<file path="config.mk">
export PLATFORM = sky130hd
export DESIGN_NAME = key_led_ctrl
export DESIGN_NICKNAME = d
export VERILOG_FILES = /design/src/rtl/key_led_pkg.sv /design/src/rtl/key_debounce.sv /design/src/rtl/key_led_ctrl.sv
export SDC_FILE = /design/constraint.sdc
export NUM_CORES = 1
export LEC_CHECK = 0
export CAP_MARGIN = 0
export CORE_MARGIN = 5
export CORE_UTILIZATION = 49
export DETAILED_ROUTE_END_ITERATION = 10
export GPL_TIMING_DRIVEN = 0
export PLACE_DENSITY = 0.71
export SETUP_SLACK_MARGIN = 0.15
export SKIP_CTS_REPAIR_TIMING = 1
export SYNTH_ARGS = -nofsm -noshare
export SYNTH_HDL_FRONTEND = slang
export SYNTH_SLANG_ARGS = --single-unit
</file>
<file path="constraint.sdc">
create_clock -name CLOCK_50 -period 2.3 [get_ports CLOCK_50]
set_input_delay 0.46 -clock CLOCK_50 [delete_from_list [all_inputs] [get_ports CLOCK_50]]
set_output_delay 0.46 -clock CLOCK_50 [all_outputs]
set_load 0.005 [all_outputs]
</file>
<file path="src/rtl/key_led_pkg.sv">
// Shared types and defaults for the key conditioning / LED pattern block.
package key_led_pkg;

  localparam int unsigned NUM_KEYS            = 2;
  localparam int unsigned LED_W               = 8;
  localparam int unsigned DEF_DB_CYCLES       = 1_000_000;
  localparam int unsigned DEF_LONG_CYCLES     = 50_000_000;
  localparam logic [LED_W-1:0] DEF_LED_INIT   = 8'h01;

  typedef enum logic [1:0] {
    KS_RELEASED     = 2'd0,
    KS_PRESS_WAIT   = 2'd1,
    KS_PRESSED      = 2'd2,
    KS_RELEASE_WAIT = 2'd3
  } key_state_e;

  // Next LED pattern: long KEY1 clears, KEY0 press increments, KEY1 press rotates.
  function automatic logic [LED_W-1:0] led_next(
    input logic [LED_W-1:0] led,
    input logic             inc,
    input logic             rot,
    input logic             clr
  );
    logic [LED_W-1:0] res;
    res = led;
    if (clr) begin
      res = '0;
    end else if (inc) begin
      res = led + LED_W'(1);
    end else if (rot) begin
      res = {led[LED_W-2:0], led[LED_W-1]};
    end
    return res;
  endfunction

endpackage

</file>
<file path="src/rtl/key_debounce.sv">
// One key: 2-FF synchroniser, debounce FSM and hold counter with press/release/long pulses.
module key_debounce
  import key_led_pkg::*;
#(
  parameter int unsigned DB_CYCLES   = DEF_DB_CYCLES,
  parameter int unsigned LONG_CYCLES = DEF_LONG_CYCLES
) (
  input  logic clk,
  input  logic rst_n,
  input  logic key_i,      // raw, active-low, asynchronous
  output logic state_o,    // debounced level, 1 = pressed
  output logic press_o,
  output logic release_o,
  output logic long_o
);

  localparam int unsigned CNT_W  = $clog2(DB_CYCLES + 1);
  localparam int unsigned HCNT_W = $clog2(LONG_CYCLES + 1);
  // The synchroniser capture and the first FSM sample already account for two
  // of the window, so the wait states terminate two counts early.
  localparam int unsigned DB_LAST = (DB_CYCLES >= 2) ? (DB_CYCLES - 2) : 0;

  logic              key_meta_q, key_sync_q;
  key_state_e        state_q, state_d;
  logic [CNT_W-1:0]  cnt_q, cnt_d;
  logic [HCNT_W-1:0] hcnt_q, hcnt_d;
  logic              level_q, level_d;
  logic              press_q, press_d;
  logic              release_q, release_d;
  logic              long_q, long_d;

  // Two-stage synchroniser, idles released.
  always_ff @(posedge clk or negedge rst_n) begin
    if (!rst_n) begin
      key_meta_q <= 1'b1;
      key_sync_q <= 1'b1;
    end else begin
      key_meta_q <= key_i;
      key_sync_q <= key_meta_q;
    end
  end

  // FSM, counters and registered event outputs.
  always_ff @(posedge clk or negedge rst_n) begin
    if (!rst_n) begin
      state_q   <= KS_RELEASED;
      cnt_q     <= '0;
      hcnt_q    <= '0;
      level_q   <= 1'b0;
      press_q   <= 1'b0;
      release_q <= 1'b0;
      long_q    <= 1'b0;
    end else begin
      state_q   <= state_d;
      cnt_q     <= cnt_d;
      hcnt_q    <= hcnt_d;
      level_q   <= level_d;
      press_q   <= press_d;
      release_q <= release_d;
      long_q    <= long_d;
    end
  end

  // Next-state, counter and pulse decode.
  always_comb begin
    state_d   = state_q;
    cnt_d     = cnt_q;
    hcnt_d    = hcnt_q;
    press_d   = 1'b0;
    release_d = 1'b0;
    long_d    = 1'b0;
    unique case (state_q)
      KS_RELEASED: begin
        if (!key_sync_q) begin
          cnt_d = '0;
          if (DB_CYCLES == 1) begin
            state_d = KS_PRESSED;
            press_d = 1'b1;
          end else begin
            state_d = KS_PRESS_WAIT;
          end
        end
      end
      KS_PRESS_WAIT: begin
        if (key_sync_q) begin
          state_d = KS_RELEASED;
        end else if (cnt_q == CNT_W'(DB_LAST)) begin
          state_d = KS_PRESSED;
          press_d = 1'b1;
        end else begin
          cnt_d = cnt_q + CNT_W'(1);
        end
      end
      KS_PRESSED: begin
        // Saturating hold count; the single long pulse fires on the final step.
        if (hcnt_q != HCNT_W'(LONG_CYCLES)) begin
          hcnt_d = hcnt_q + HCNT_W'(1);
          if (hcnt_q == HCNT_W'(LONG_CYCLES - 1)) begin
            long_d = 1'b1;
          end
        end
        if (key_sync_q) begin
          cnt_d = '0;
          if (DB_CYCLES == 1) begin
            state_d   = KS_RELEASED;
            release_d = 1'b1;
            hcnt_d    = '0;
          end else begin
            state_d = KS_RELEASE_WAIT;
          end
        end
      end
      KS_RELEASE_WAIT: begin
        // A bounce back to low resumes the hold with hcnt untouched.
        if (!key_sync_q) begin
          state_d = KS_PRESSED;
        end else if (cnt_q == CNT_W'(DB_LAST)) begin
          state_d   = KS_RELEASED;
          release_d = 1'b1;
          hcnt_d    = '0;
        end else begin
          cnt_d = cnt_q + CNT_W'(1);
        end
      end
      default: begin
        state_d = KS_RELEASED;
      end
    endcase
    level_d = (state_d == KS_PRESSED) || (state_d == KS_RELEASE_WAIT);
  end

  assign state_o   = level_q;
  assign press_o   = press_q;
  assign release_o = release_q;
  assign long_o    = long_q;

endmodule

</file>
<file path="src/rtl/key_led_ctrl.sv">
// Debounces the two board keys and drives the LED pattern register from their events.
module key_led_ctrl
  import key_led_pkg::*;
#(
  parameter int unsigned DB_CYCLES   = DEF_DB_CYCLES,
  parameter int unsigned LONG_CYCLES = DEF_LONG_CYCLES,
  parameter logic [7:0]  LED_INIT    = DEF_LED_INIT
) (
  input  logic       CLOCK_50,
  input  logic       RESET_N,
  input  logic [1:0] KEY,
  output logic [7:0] LED,
  output logic [1:0] KEY_STATE,
  output logic [1:0] KEY_PRESS,
  output logic [1:0] KEY_RELEASE,
  output logic [1:0] KEY_LONG
);

  logic [NUM_KEYS-1:0] key_state, key_press, key_release, key_long;
  logic [LED_W-1:0]    led_q, led_d;

  for (genvar g = 0; g < NUM_KEYS; g++) begin : g_key
    key_debounce #(
      .DB_CYCLES  (DB_CYCLES),
      .LONG_CYCLES(LONG_CYCLES)
    ) u_key_debounce (
      .clk      (CLOCK_50),
      .rst_n    (RESET_N),
      .key_i    (KEY[g]),
      .state_o  (key_state[g]),
      .press_o  (key_press[g]),
      .release_o(key_release[g]),
      .long_o   (key_long[g])
    );
  end

  // LED pattern update; a rotate coinciding with an increment is dropped.
  always_comb begin
    led_d = led_q;
    led_d = led_next(led_q, key_press[0], key_press[1], key_long[1]);
  end

  // LED pattern register.
  always_ff @(posedge CLOCK_50 or negedge RESET_N) begin
    if (!RESET_N) begin
      led_q <= LED_INIT;
    end else begin
      led_q <= led_d;
    end
  end

  assign LED         = led_q;
  assign KEY_STATE   = key_state;
  assign KEY_PRESS   = key_press;
  assign KEY_RELEASE = key_release;
  assign KEY_LONG    = key_long;

endmodule

</file>
==> results.py <==
metrics = {
    "hold_path": {
        "hold_class": "register to register",
    },
    "pwr": {
        "ir_worst_vdd_mv": 0.500,
        "power_density_nw_per_um2": 672,
        "p_leak_nw": 3.10,
        "power_mw": 5.13,
    },
    "placed_design": {
        "place_inst": 862,
        "place_ws_ns": -0.341,
        "io_buffers": 19,
        "gp_congestion": 0.863,
        "hpwl_um": 8830,
    },
    "sta": {
        "timing.fmax_ghz": 0.454,
        "fin_skew_ns": 0.00794,
        "rsz0062_at_grt": "true",
        "period_minus_slack_ns": 2.20,
        "slew_headroom_pct": 59.7,
        "fin_crit_sh_pct": 95.9,
        "worstMarginPinSlew_ns": 0.603,
        "setup_violations": 0,
        "slew_viol_final": 0,
        "setup_slack_ns": 0.0952,
        "hold_viol": 0,
    },
    "yosys": {
        "ys_seq_area_share_pct": 46.8,
        "synth_xor_area_share_pct": 5.64,
        "avgSynthCellArea_um2": 9.27,
        "synth_area_um2": 6210,
        "synth_cell_types": 59,
        "synth_nets": 683,
        "yosys_warnings": 0,
        "netlist_instances": 670,
        "synth_top_area_share_pct": 44.7,
        "synth-edff-count": 0,
        "ys.flop_type": "dfrtp_1",
        "synth_top_family_by_area": "simple AND/OR/NAND/NOR gates",
        "synthSimpleGateAreaFrac_pct": 28.2,
        "ys_async_sr_fraction_pct": 100,
        "synth_compound_area_share_pct": 11.3,
        "synth_area_leaders": "dfrtp_1 (45%), xnor2_1 (4.9%), a21oi_1 (4.0%), nor2_1 (3.8%), nand3_1 (3.3%)",
        "post-synth-top-area-cell": "dfrtp_1",
        "synth.ff_latch_count": 116,
        "synth.area.mux_share_pct": 2.03,
        "yosys.area_share.adder_pct": 1.81,
    },
    "detailed_routing": {
        "ant_nets": 0,
        "drtIter0Drc": 440,
        "drc": 0,
        "routed_wl_um": 13600,
        "wire_per_inst_um": 15.0,
        "vias": 5257,
        "vias_per_cell": 5.78,
        "first_pass_iters": 5,
    },
    "cells_and_area": {
        "final_nets": 737,
        "regArea_um2": 2910,
        "layoutNonFillerInstCount": 909,
        "antenna_cells": 0,
        "syn2layout_area_growth_pct": 22.8,
        "drive_gt1_share_pct": 16.6,
        "nFillCells": 1037,
        "multi_input_area_um2": 3220,
    },
    "clock_tree": {
        "cts_root_buf": "clkbuf_16",
        "cts.sinks": 116,
        "htreeDepth": 4,
        "path_clk_slew_ns": 0.05,
        "clock_latency_ns": 0.42,
        "numCtsBuffers": 17,
        "cts_tree": "built",
        "clk_path_buf_depth": 2,
    },
    "global_routing": {
        "grt_antenna_before_repair": 0,
        "grt_pass1_wl_um": 22900,
        "globalRouteOverflowTotal": 0,
        "grt_pass1_vias": 4889,
        "grt_max_degree": 99,
        "grt_use_total_pct": 18.9,
    },
    "floorplanning": {
        "io_pins": 20,
        "initial_core_util_pct": 49.6,
        "fp.dieW_um": 123,
        "fp.coreArea_um2": 12500,
        "rows": 41,
        "dieArea_um2": 15000,
        "die_y_um": 123,
    },
    "critical_path": {
        "cp_max_fo": 4,
        "critPathCaptureType": "register",
        "crit_arrival_ns": 2.55,
        "worstSetupPathType": "register to register",
        "required_ns": 2.65,
        "crit_path_start_kind": "register",
    },
    "run": {
        "drv_cap": 0,
    },
    "run_status": {
        "outcome": "finished, final reports clean",
    },
}
==> final timing paths <==
| path | start | cells after the start | slack (ns) | endpoint |
|---|---|---|---|---|
| worst max-delay path | g_key[0].u_key_debounce.hcnt_q[17] | 5 | 0.1 | g_key[0].u_key_debounce.hcnt_q[25] |
| worst min-delay path | g_key[0].u_key_debounce.key_meta_q | 0 | 0.35 | g_key[0].u_key_debounce.key_sync_q |
| worst max register to register | g_key[0].u_key_debounce.hcnt_q[17] | 5 | 0.1 | g_key[0].u_key_debounce.hcnt_q[25] |
| worst min register to register | g_key[0].u_key_debounce.key_meta_q | 0 | 0.35 | g_key[0].u_key_debounce.key_sync_q |
| max in group asynchronous | RESET_N | 3 | 1.07 | g_key[0].u_key_debounce.hcnt_q[14] |
| min in group asynchronous | RESET_N | 2 | 0.45 | g_key[0].u_key_debounce.cnt_q[16] |
==> cell families after synthesis <==
logic type / after synthesis
DFF: 116
muxes: 12
and+or+nand+nor: 318
buffers and inverters: 58
AOI/OAI and AO/OA: 117
adders and majority gates: 9
xor gates and xnor gates: 40
==> flip-flops by register name, indices dropped and copies added, names as in the netlist <==
| register | flops |
|---|---|
| g_key.u_key_debounce.hcnt_q | 52 |
| g_key.u_key_debounce.cnt_q | 40 |
| LED | 8 |
| g_key.u_key_debounce.state_q | 4 |
| g_key.u_key_debounce.key_meta_q | 2 |
| g_key.u_key_debounce.key_sync_q | 2 |
| g_key.u_key_debounce.long_o | 2 |
| g_key.u_key_debounce.press_o | 2 |
| g_key.u_key_debounce.release_o | 2 |
| g_key.u_key_debounce.state_o | 2 |
==> cell usage after synthesis, types with 8 or more instances <==
cell type and number:
dfrtp_1 111, nor2_1 63, nand2_1 51, a21oi_1 50, nand3_1 41, xnor2_1 35, inv_1 27, o21ai_0 27
nand4_1 25, nor3_1 24, clkbuf_1 18, or3_1 18, o31ai_1 17, nor4_1 16, or4_1 15, and3_1 11
buf_4 9, ha_1 9, nor2b_1 9, and4_1 8
==> metrics by stage <==
| stage | hold slack, ns | cell area (um^2) | util, % | TNS, ns |
|---|---|---|---|---|
| after floorplan | 0.164 | 6210 | - | 0 |
| after global placement | 0.346 | 6620 | 52.9 | -428.27 |
| after detailed placement | 0.312 | 6650 | 53.1 | -7.52 |
| after CTS | -0.127 | 7280 | 58.1 | -8.50 |
| after global routing | 0.361 | 7630 | 61.0 | 0 |
| final | 0.355 | 7630 | 61.0 | 0 |
==> power by group <==
part | leakage (nW) | internal, mW | total [mW] | switching [mW]
sequential | 1.59 | 2.09 | 2.16 | 0.0660
combinational | 1.20 | 0.0852 | 0.192 | 0.107
clock | 0.308 | 1.87 | 2.78 | 0.914
==> cell usage in the layout (no fill, tap or decap), drive strengths merged, types with 3 or more instances in the layout <==
cell / n
mux2: 5
and4: 8
nand3: 42
nand2b: 4
dfrtp: 111
inv: 27
clkdlybuf4s50: 18
and2: 5
mux2i: 7
xor2: 5
clkbuf: 39
xnor2: 35
o31ai: 17
clkinv: 3
nand4: 25
or4: 16
o211ai: 3
nor4: 17
nor3: 24
or3: 20
nand2: 51
o21ai: 27
or2: 3
nor2: 63
buf: 32
bufinv: 3
ha: 9
nor4b: 6
a211oi: 4
nor2b: 9
a21oi: 50
a22o: 4
dfstp: 5
and3: 11
==> layout make-up <==
type	count	share of cell area, %
buffer	31	2.54
clock buffer	24	6.71
clock inverter	8	1.57
inverter	27	1.33
multi-input combinational	496	42.3
sequential	116	38.2
tap	172	2.82
timing repair buffer	35	4.59
==> metal layers <==
| metal | vias to the layer above | global-route usage, % | part of all wire [%] |
|---|---|---|---|
| li1 | 2540 | - | - |
| met5 | - | 0 | 0 |
| met4 | 0 | 6.58 | 1.0 |
| met1 | 2600 | 24.9 | 47 |
| met3 | 17 | 5.39 | 4.2 |
| met2 | 100 | 30.0 | 48 |
==> critical path, stage by stage (launching register included) <==
cell and delay, ns:
dfrtp_1 0.40, nand4_1 0.16, nor4_4 0.43, or4b_4 0.52, or4_1 0.49, a21oi_2 0.13
(Power assumes the default switching activity.)
